## src/rtl/div_ctrl.sv

```systemverilog
// Moore controller for the 4-bit restoring divider: sequences load, shift/subtract
// iterations and the final remainder fix-up, with a four-phase go/done handshake.
module div_ctrl (
    input  logic clk,
    input  logic rst,
    input  logic go,
    input  logic error,
    input  logic r_lt_y,
    input  logic cnt_out,
    output logic ld_r,
    output logic ld_x,
    output logic ld_y,
    output logic sl,
    output logic sr,
    output logic right_in_x,
    output logic sel1,
    output logic sel2,
    output logic ld_cnt,
    output logic ce,
    output logic ud,
    output logic busy,
    output logic done,
    output logic div_err
);

    typedef enum logic [3:0] {
        IDLE, LOAD, SHL0, TEST, SUB, SHL, CHK, FIX, DONE, ERR
    } state_t;

    state_t state, state_n;
    logic   q_bit, q_n;

    always_comb begin
        state_n = state;
        q_n     = q_bit;
        case (state)
            IDLE: if (go) state_n = error ? ERR : LOAD;
            LOAD: state_n = SHL0;
            SHL0: state_n = TEST;
            TEST: begin
                if (r_lt_y) begin
                    state_n = SHL;
                    q_n     = 1'b0;
                end else begin
                    state_n = SUB;
                end
            end
            SUB: begin
                state_n = SHL;
                q_n     = 1'b1;
            end
            SHL:  state_n = CHK;
            CHK:  state_n = cnt_out ? FIX : TEST;
            FIX:  state_n = DONE;
            DONE: if (!go) state_n = IDLE;
            ERR:  if (!go) state_n = IDLE;
            default: state_n = IDLE;
        endcase
    end

    // Outputs are decoded from the next state so they are registered yet still
    // line up cycle-for-cycle with the state they belong to.
    always_ff @(posedge clk) begin
        if (rst) begin
            state      <= IDLE;
            q_bit      <= 1'b0;
            ld_r       <= 1'b0;
            ld_x       <= 1'b0;
            ld_y       <= 1'b0;
            sl         <= 1'b0;
            sr         <= 1'b0;
            right_in_x <= 1'b0;
            sel1       <= 1'b0;
            sel2       <= 1'b1;
            ld_cnt     <= 1'b0;
            ce         <= 1'b0;
            ud         <= 1'b0;
            busy       <= 1'b0;
            done       <= 1'b0;
            div_err    <= 1'b0;
        end else begin
            state      <= state_n;
            q_bit      <= q_n;
            ld_r       <= 1'b0;
            ld_x       <= 1'b0;
            ld_y       <= 1'b0;
            sl         <= 1'b0;
            sr         <= 1'b0;
            right_in_x <= 1'b0;
            sel1       <= 1'b0;
            sel2       <= 1'b1;
            ld_cnt     <= 1'b0;
            ce         <= 1'b0;
            ud         <= 1'b0;
            busy       <= !(state_n inside {IDLE, DONE, ERR});
            done       <= 1'b0;
            div_err    <= 1'b0;
            case (state_n)
                LOAD: begin
                    ld_x   <= 1'b1;
                    ld_y   <= 1'b1;
                    ld_r   <= 1'b1;
                    sel1   <= 1'b1;
                    ld_cnt <= 1'b1;
                end
                SHL0: sl <= 1'b1;
                SUB:  ld_r <= 1'b1;
                SHL: begin
                    sl         <= 1'b1;
                    ce         <= 1'b1;
                    right_in_x <= q_n;
                end
                FIX:  sr <= 1'b1;
                DONE: begin
                    done <= 1'b1;
                    sel2 <= 1'b0;
                end
                ERR: begin
                    done    <= 1'b1;
                    div_err <= 1'b1;
                end
                default: ;
            endcase
        end
    end

endmodule

```

## config.mk

```make
export PLATFORM = sky130hd
export DESIGN_NAME = div_ctrl
export DESIGN_NICKNAME = d
export VERILOG_FILES = /design/src/rtl/div_ctrl.sv
export SDC_FILE = /design/constraint.sdc
export NUM_CORES = 1
export LEC_CHECK = 0
export CORE_MARGIN = 2
export CORE_UTILIZATION = 48
export DETAILED_ROUTE_END_ITERATION = 16
export PLACE_DENSITY = 0.77
export SYNTH_ARGS = -nofsm -noshare
export SYNTH_HDL_FRONTEND = slang
export SYNTH_SLANG_ARGS = --single-unit
```

## constraint.sdc

```tcl
create_clock -name clk -period 2.4 [get_ports clk]
set_clock_uncertainty 0.2 [all_clocks]
set_input_delay 0.48 -clock clk [delete_from_list [all_inputs] [get_ports clk]]
set_output_delay 0.48 -clock clk [all_outputs]
set_load 0.005 [all_outputs]
```

==> results of run 1 <==
==> metal layers <==
| metal | vias to the layer above | track usage, % |
|---|---|---|
| li1 | 300 | - |
| met1 | 259 | 20.39 |
| met2 | 27 | 25.94 |
| met3 | 2 | 4.783 |
| met4 | 0 | 11.61 |
| met5 | - | 0 |
==> power breakdown <==
group	switching, W	internal, W	leakage [nW]
combinational	0.0000830	0.000103	0.179
clock	0.0000749	0.0000645	0.0150
sequential	0.0000356	0.000276	0.122
==> cells in the final DEF (no fill, tap or decap), types with 2 or more instances in the layout <==
cell type / n
and2_1: 2
a21oi_1: 9
o211ai_1: 2
nand3b_1: 2
and3_1: 2
nor3_1: 5
clkdlybuf4s50_1: 18
nor2_1: 7
nand4b_1: 2
o21ai_1: 2
clkbuf_4: 3
nand2_1: 2
dfxtp_1: 15
==> cell type report <==
cell class	count	area, um2	area share (%)
Clock buffer	4	26.28	3.079
Multi-Input combinational cell	52	320.3	37.54
Sequential cell	15	300.3	35.19
Tap cell	15	18.77	2.199
Timing Repair Buffer	19	187.7	21.99
==> cell families after synthesis <==
family          Yosys count  share of synthesized area (%)
buf+inv                   9                          8.656
simple gates             31                          27.07
flops                    15                          44.20
xor+xnor                  1                          1.289
compound gates           19                          18.23
other cells               1                         0.5520
==> critical path: stages, from the launching register on <==
cell and delay (ns):
dfxtp_1 0.60, and4bb_1 0.28, o21a_1 0.24, or3_1 0.37, a211oi_2 0.22
==> path summary, 6_finish.rpt <==
path	from	end	slack [ns]	cells past startpoint
worst max register to register	state[1]$_SDFF_PP0_	ld_r$_SDFF_PP0_	0.41	4
worst min-delay path	q_bit$_SDFF_PP0_	q_bit$_SDFF_PP0_	0.36	2
worst min register to register	q_bit$_SDFF_PP0_	q_bit$_SDFF_PP0_	0.36	2
worst max-delay path	state[1]$_SDFF_PP0_	ld_r$_SDFF_PP0_	0.41	4
==> state kept, by name, summed over array words and instances, names as in the netlist <==
signal	cells
sel2	1
ld_cnt	1
sl	1
ce	1
q_bit	1
busy	1
ld_r	1
state	4
right_in_x	1
div_err	1
sr	1
done	1
==> per-stage QoR <==
stage / hold WS (ns) / setup slack (ns) / utilization [%] / std cells / power, W
2_1_floorplan: 0.3005 / 0.7005 / - / 76 / 0.0004357
3_3_place_gp: 0.3272 / 0.2135 / 62.77 / 101 / 0.0004960
3_5_place_dp: 0.3521 / 0.1697 / 62.77 / 101 / 0.0005018
4_1_cts: 0.3644 / 0.4242 / 64.77 / 105 / 0.0006429
5_1_grt: 0.4246 / 0.3324 / 64.77 / 105 / 0.0006768
6_report: 0.3573 / 0.4117 / 64.77 / 105 / 0.0006367
==> metrics, run 1 <==
status=complete, no violations; HP Class=reg2reg; number of synthesized flops with an enable pin=0; Fillers=110; #FFs+latches synth=15; final hold vios=0; Initial Util=around half; Post-synth top cells=dfxtp_1, a21oi_1, nor2_1; first-pass GRT wire length=around 2.2 mm; GRT Resource Usage Total=between 10% and 20%; period utilisation layout=roughly 83%; final setup TNS=0 ns; clk sinks=15; Post-DP HPWL=around 930 um; largest net degree at the start of global routing=15; Critical Path Sink Type=register; top-level I/O count=20; metal3 WL=roughly 100 um; Peak Freq=slightly above 500 MHz; DR vias=a little under 600; Synth area leader=dfxtp_1; total gr overflow=0; Yosys warnings=0; Final Instance Area=853.3 um2; n_diodes=0; GP Congestion=between 0.8 and 0.9; M1 WL=approximately 560 um; final setup fails=0; area grow syn2layout=25.60%; Syn Nets=82; drt initial violations=9; CTS Buf Count=3; startpoint types=register; RSZ-0062 raised after global routing=false; core footprint=0.001318 mm2; register area share after synthesis=between 40 and 50%; die height=between 40 and 50 um; DRT Wirelength=around 1.3 mm; dominant cell by count in the synthesized netlist=dfxtp_1; Synth cell types=32; die area=approximately 0.0017 mm2; Post-Synthesis Cell Area=approximately 680 um2; Root Driver=clkbuf_4; clock tree from TritonCTS=done; placement-stage cell area=approximately 830 um2; share of the synthesized area in the top cell type=44.20%; layout cells sized above 1=6.667%; Lkg Pwr=approximately 0.32 nW; Row Count=13; Top Metal Used=met4; min cycle time layout=around 2.0 ns; Max Slew Vio Count=0; Final ANT Viol Nets=0; post-cts resize count=0; top post-synthesis cells by area=dfxtp_1, a21oi_1, buf_4, nor2_1, nor3_1; vias in the first global route=~500; cell count after synthesis=between 70 and 80; Chip Width=around 42 um; port bufs=18; Reg clk slew, reported paths=roughly 0.090 ns; WL/cell=roughly 13 um; Avg Cell Area, Syn=a little under 9 um2; H-tree Lvls=1; CTS Buffer Depth=2; Setup Crit Path Kind=reg2reg; initial antenna violation count=0; ys async rst share=0%; Peak VDD IR=about 0.4 mV; Layout Nets=97; critical path required time=about 2.4 ns; # hold bufs at CTS=0; Setup Fix Bufs, Post-CTS=0; Worst Path Arrival=just under 2 ns; vias per cell=5.600; worst skew pair latency=~0.28 ns; # DRC=0; Synth Flop Type=dfxtp_1; routed wl met2=about 640 um; MaxCap Viol Count=0; Pwr Density=~750 mW/mm2; Initial DRT Pass Iterations=4; largest fanout on the critical path=14
(Power assumes the default switching activity.)
==> run 2: changes to the inputs <==
--- a/config.mk
+++ b/config.mk
@@ -5,10 +5,11 @@
 export SDC_FILE = /design/constraint.sdc
 export NUM_CORES = 1
 export LEC_CHECK = 0
+export CORE_ASPECT_RATIO = 1.2
 export CORE_MARGIN = 2
-export CORE_UTILIZATION = 48
+export CORE_UTILIZATION = 40
 export DETAILED_ROUTE_END_ITERATION = 16
-export PLACE_DENSITY = 0.77
+export PLACE_DENSITY = 0.68
 export SYNTH_ARGS = -nofsm -noshare
 export SYNTH_HDL_FRONTEND = slang
 export SYNTH_SLANG_ARGS = --single-unit
==> constraint.sdc (replaced) <==
create_clock -name clk -period 1.67 [get_ports clk]
set_clock_uncertainty 0.2 [all_clocks]
set_input_delay 0.334 -clock clk [delete_from_list [all_inputs] [get_ports clk]]
set_output_delay 0.334 -clock clk [all_outputs]
set_load 0.005 [all_outputs]
==> run 2 against run 1 <==
  * The flow now finishes with violations (negative setup slack)
  * Clock power increased by 54%
  * Global-route usage up 0.66 points
  * Via count is 11% higher
  * Combinational power is 130% higher
  * Die area rose by 18%
  * First-iteration DRC count grew 33%
  * Critical path depth unchanged
  * Wire length is 26% higher
  * Worst hold slack lost 0.033 ns
  * Maximum frequency is 17% higher
  * Largest cell class unchanged
==> metrics, run 2 (synthesis gave the netlist of run 1 again) <==
Initial DRT Pass Iterations=2; CTS Buffer Depth=2; register share of total power=about two fifths; critical path required time=1.68 ns; net switching power figure=roughly 0.00034 W; Fillers=between 100 and 150; clock tree from TritonCTS=done; HP Start=state[3]$_SDFF_PP0_; WL/cell=between 10 and 15 um; core footprint=approximately 0.0016 mm2; Worst Hold Depth=1; multi-input combinational cell area=between 300 and 400 um2; end of the worst hold path=state[1]$_SDFF_PP0_; Initial Util=between 40% and 50%; Lkg Pwr=0.5036 nW; Sequential Area=around 310 um2; Final ANT Viol Nets=0; Post-DP HPWL=between 1 and 1.5 mm; die area=approximately 0.0020 mm2; startpoint types=register; RSZ-0062 raised after global routing=true; GRT Resource Usage Total=about 18%; clock share of power=about 20%; r2r endpoint=ld_r$_SDFF_PP0_; vias in the first global route=630; worst path bufs/invs=1; area grow syn2layout=60.04%; Sw Ratio=approximately a third; largest fanout on the critical path=5; CTS Buf Count=3; Reg clk slew, reported paths=0.09 ns; n_diodes=0; period utilisation layout=102.2%; Critical Path Sink Type=register; final setup TNS=-0.03596 ns; # hold bufs at CTS=0; MaxCap Viol Count=0; Setup Crit Path Kind=reg2reg; CP Cell Sequence=buf_6, a311o_1, or3_1, a211oi_2; final hold vios=0; placement-stage cell area=~950 um2; port bufs=18; status=finished with violations; HP Class=reg2reg; clk sinks=15; commonest non-fill, non-tap cell in the layout=buf_4; commonest cells after routing, fill and taps aside=buf_4, clkdlybuf4s50_1, dfxtp_1; worst reg2reg path depth=4; vias per cell=between 5 and 6; CP max stage delay=0.38 ns; placed cells=120; initial antenna violation count=0; Largest Register=state; Worst Path Arrival=1.72 ns; Max Slew Vio Count=0; Chip Width=approximately 42 um; largest net degree at the start of global routing=11; final setup fails=1; Worst path top cell family by delay=compound AO/OA/AOI/OAI gates; Root Driver=clkbuf_4; first-pass GRT wire length=about 2.8 mm; Pwr Density=about 990 mW/mm2; reg2reg setup slack=-0.04 ns; Final Hold Slack=between 0.3 and 0.4 ns; P_int=about 0.00073 W; Layout Nets=118; H-tree Lvls=1; worst setup margin=-0.03596 ns; die height=49.15 um; final non-filler cell total=approximately 130; Peak Freq=~590 MHz; Comb power frac=around two fifths; # DRC=0; total gr overflow=0; Largest register FFs=4; worst r2r src=state[2]$_SDFF_PP0_; Slowest-stage cell, CP=dfxtp_4; DR vias=654; worst skew pair latency=just under 0.3 ns; top-level I/O count=20; Peak VDD IR=roughly 0.54 mV; drt initial violations=12; DRT Wirelength=1.657 mm; layout cells sized above 1=between 30% and 40%; min cycle time layout=between 1.5 and 2 ns; Total Power=0.001072 W; GP Congestion=about 0.85; Final Instance Area=0.001087 mm2; failing checks=negative setup slack; Row Count=16; Crit path depth=4
[run 2: power groups by stage]
stage                     sequential (W)  combinational [W]  clock, W
after floorplan                 0.000427           0.000199         0
after global placement          0.000436           0.000370         0
after detailed placement        0.000435           0.000376         0
after CTS                       0.000429           0.000391  0.000223
after global routing            0.000437           0.000459  0.000240
final                           0.000431           0.000427  0.000214
[run 2: timing repair]
| action | in CTS | in global routing |
|---|---|---|
| pin swaps | 4 | 6 |
| endpoints found under the setup margin | 7 | 13 |
| setup buffers | 5 | 0 |
| resized for setup | 13 | 15 |
[run 2: worst max path at each step]
stage	startpoint	to	slack, ns
4_1_cts	state[2]$_SDFF_PP0_	ld_r$_SDFF_PP0_	-0.02
6_report	state[2]$_SDFF_PP0_	ld_r$_SDFF_PP0_	-0.04
2_1_floorplan	state[2]$_SDFF_PP0_	ld_r$_SDFF_PP0_	0.04
3_3_place_gp	cnt_out	ld_r$_SDFF_PP0_	-0.31
3_5_place_dp	cnt_out	ld_r$_SDFF_PP0_	-0.39
5_1_grt	state[2]$_SDFF_PP0_	ld_r$_SDFF_PP0_	-0.08
[run 2: per-layer routing]
metal / GRT usage, % / wire length, um / vias to the layer above / share of wire (%)
li1: - / - / 340 / -
met1: 20.14 / 733 / 299 / 44
met2: 30.99 / 844 / 13 / 51
met3: 4.444 / 49 / 2 / 3.0
met4: 6.452 / 29 / 0 / 1.8
met5: 0 / 0 / - / 0
[run 2: cell type report]
type | instances | area share, %
Sequential cell | 15 | 28.77
Tap cell | 18 | 2.071
Multi-Input combinational cell | 52 | 33.83
Timing Repair Buffer | 40 | 32.91
Clock buffer | 4 | 2.417
[run 2: metrics by stage]
stage / setup slack, ns / util [%]
floorplan: 0.03617 / -
global route: -0.08300 / 67.05
global placement: -0.3145 / 58.64
detailed placement: -0.3913 / 58.64
CTS: -0.02193 / 63.58
finish: -0.03596 / 67.05
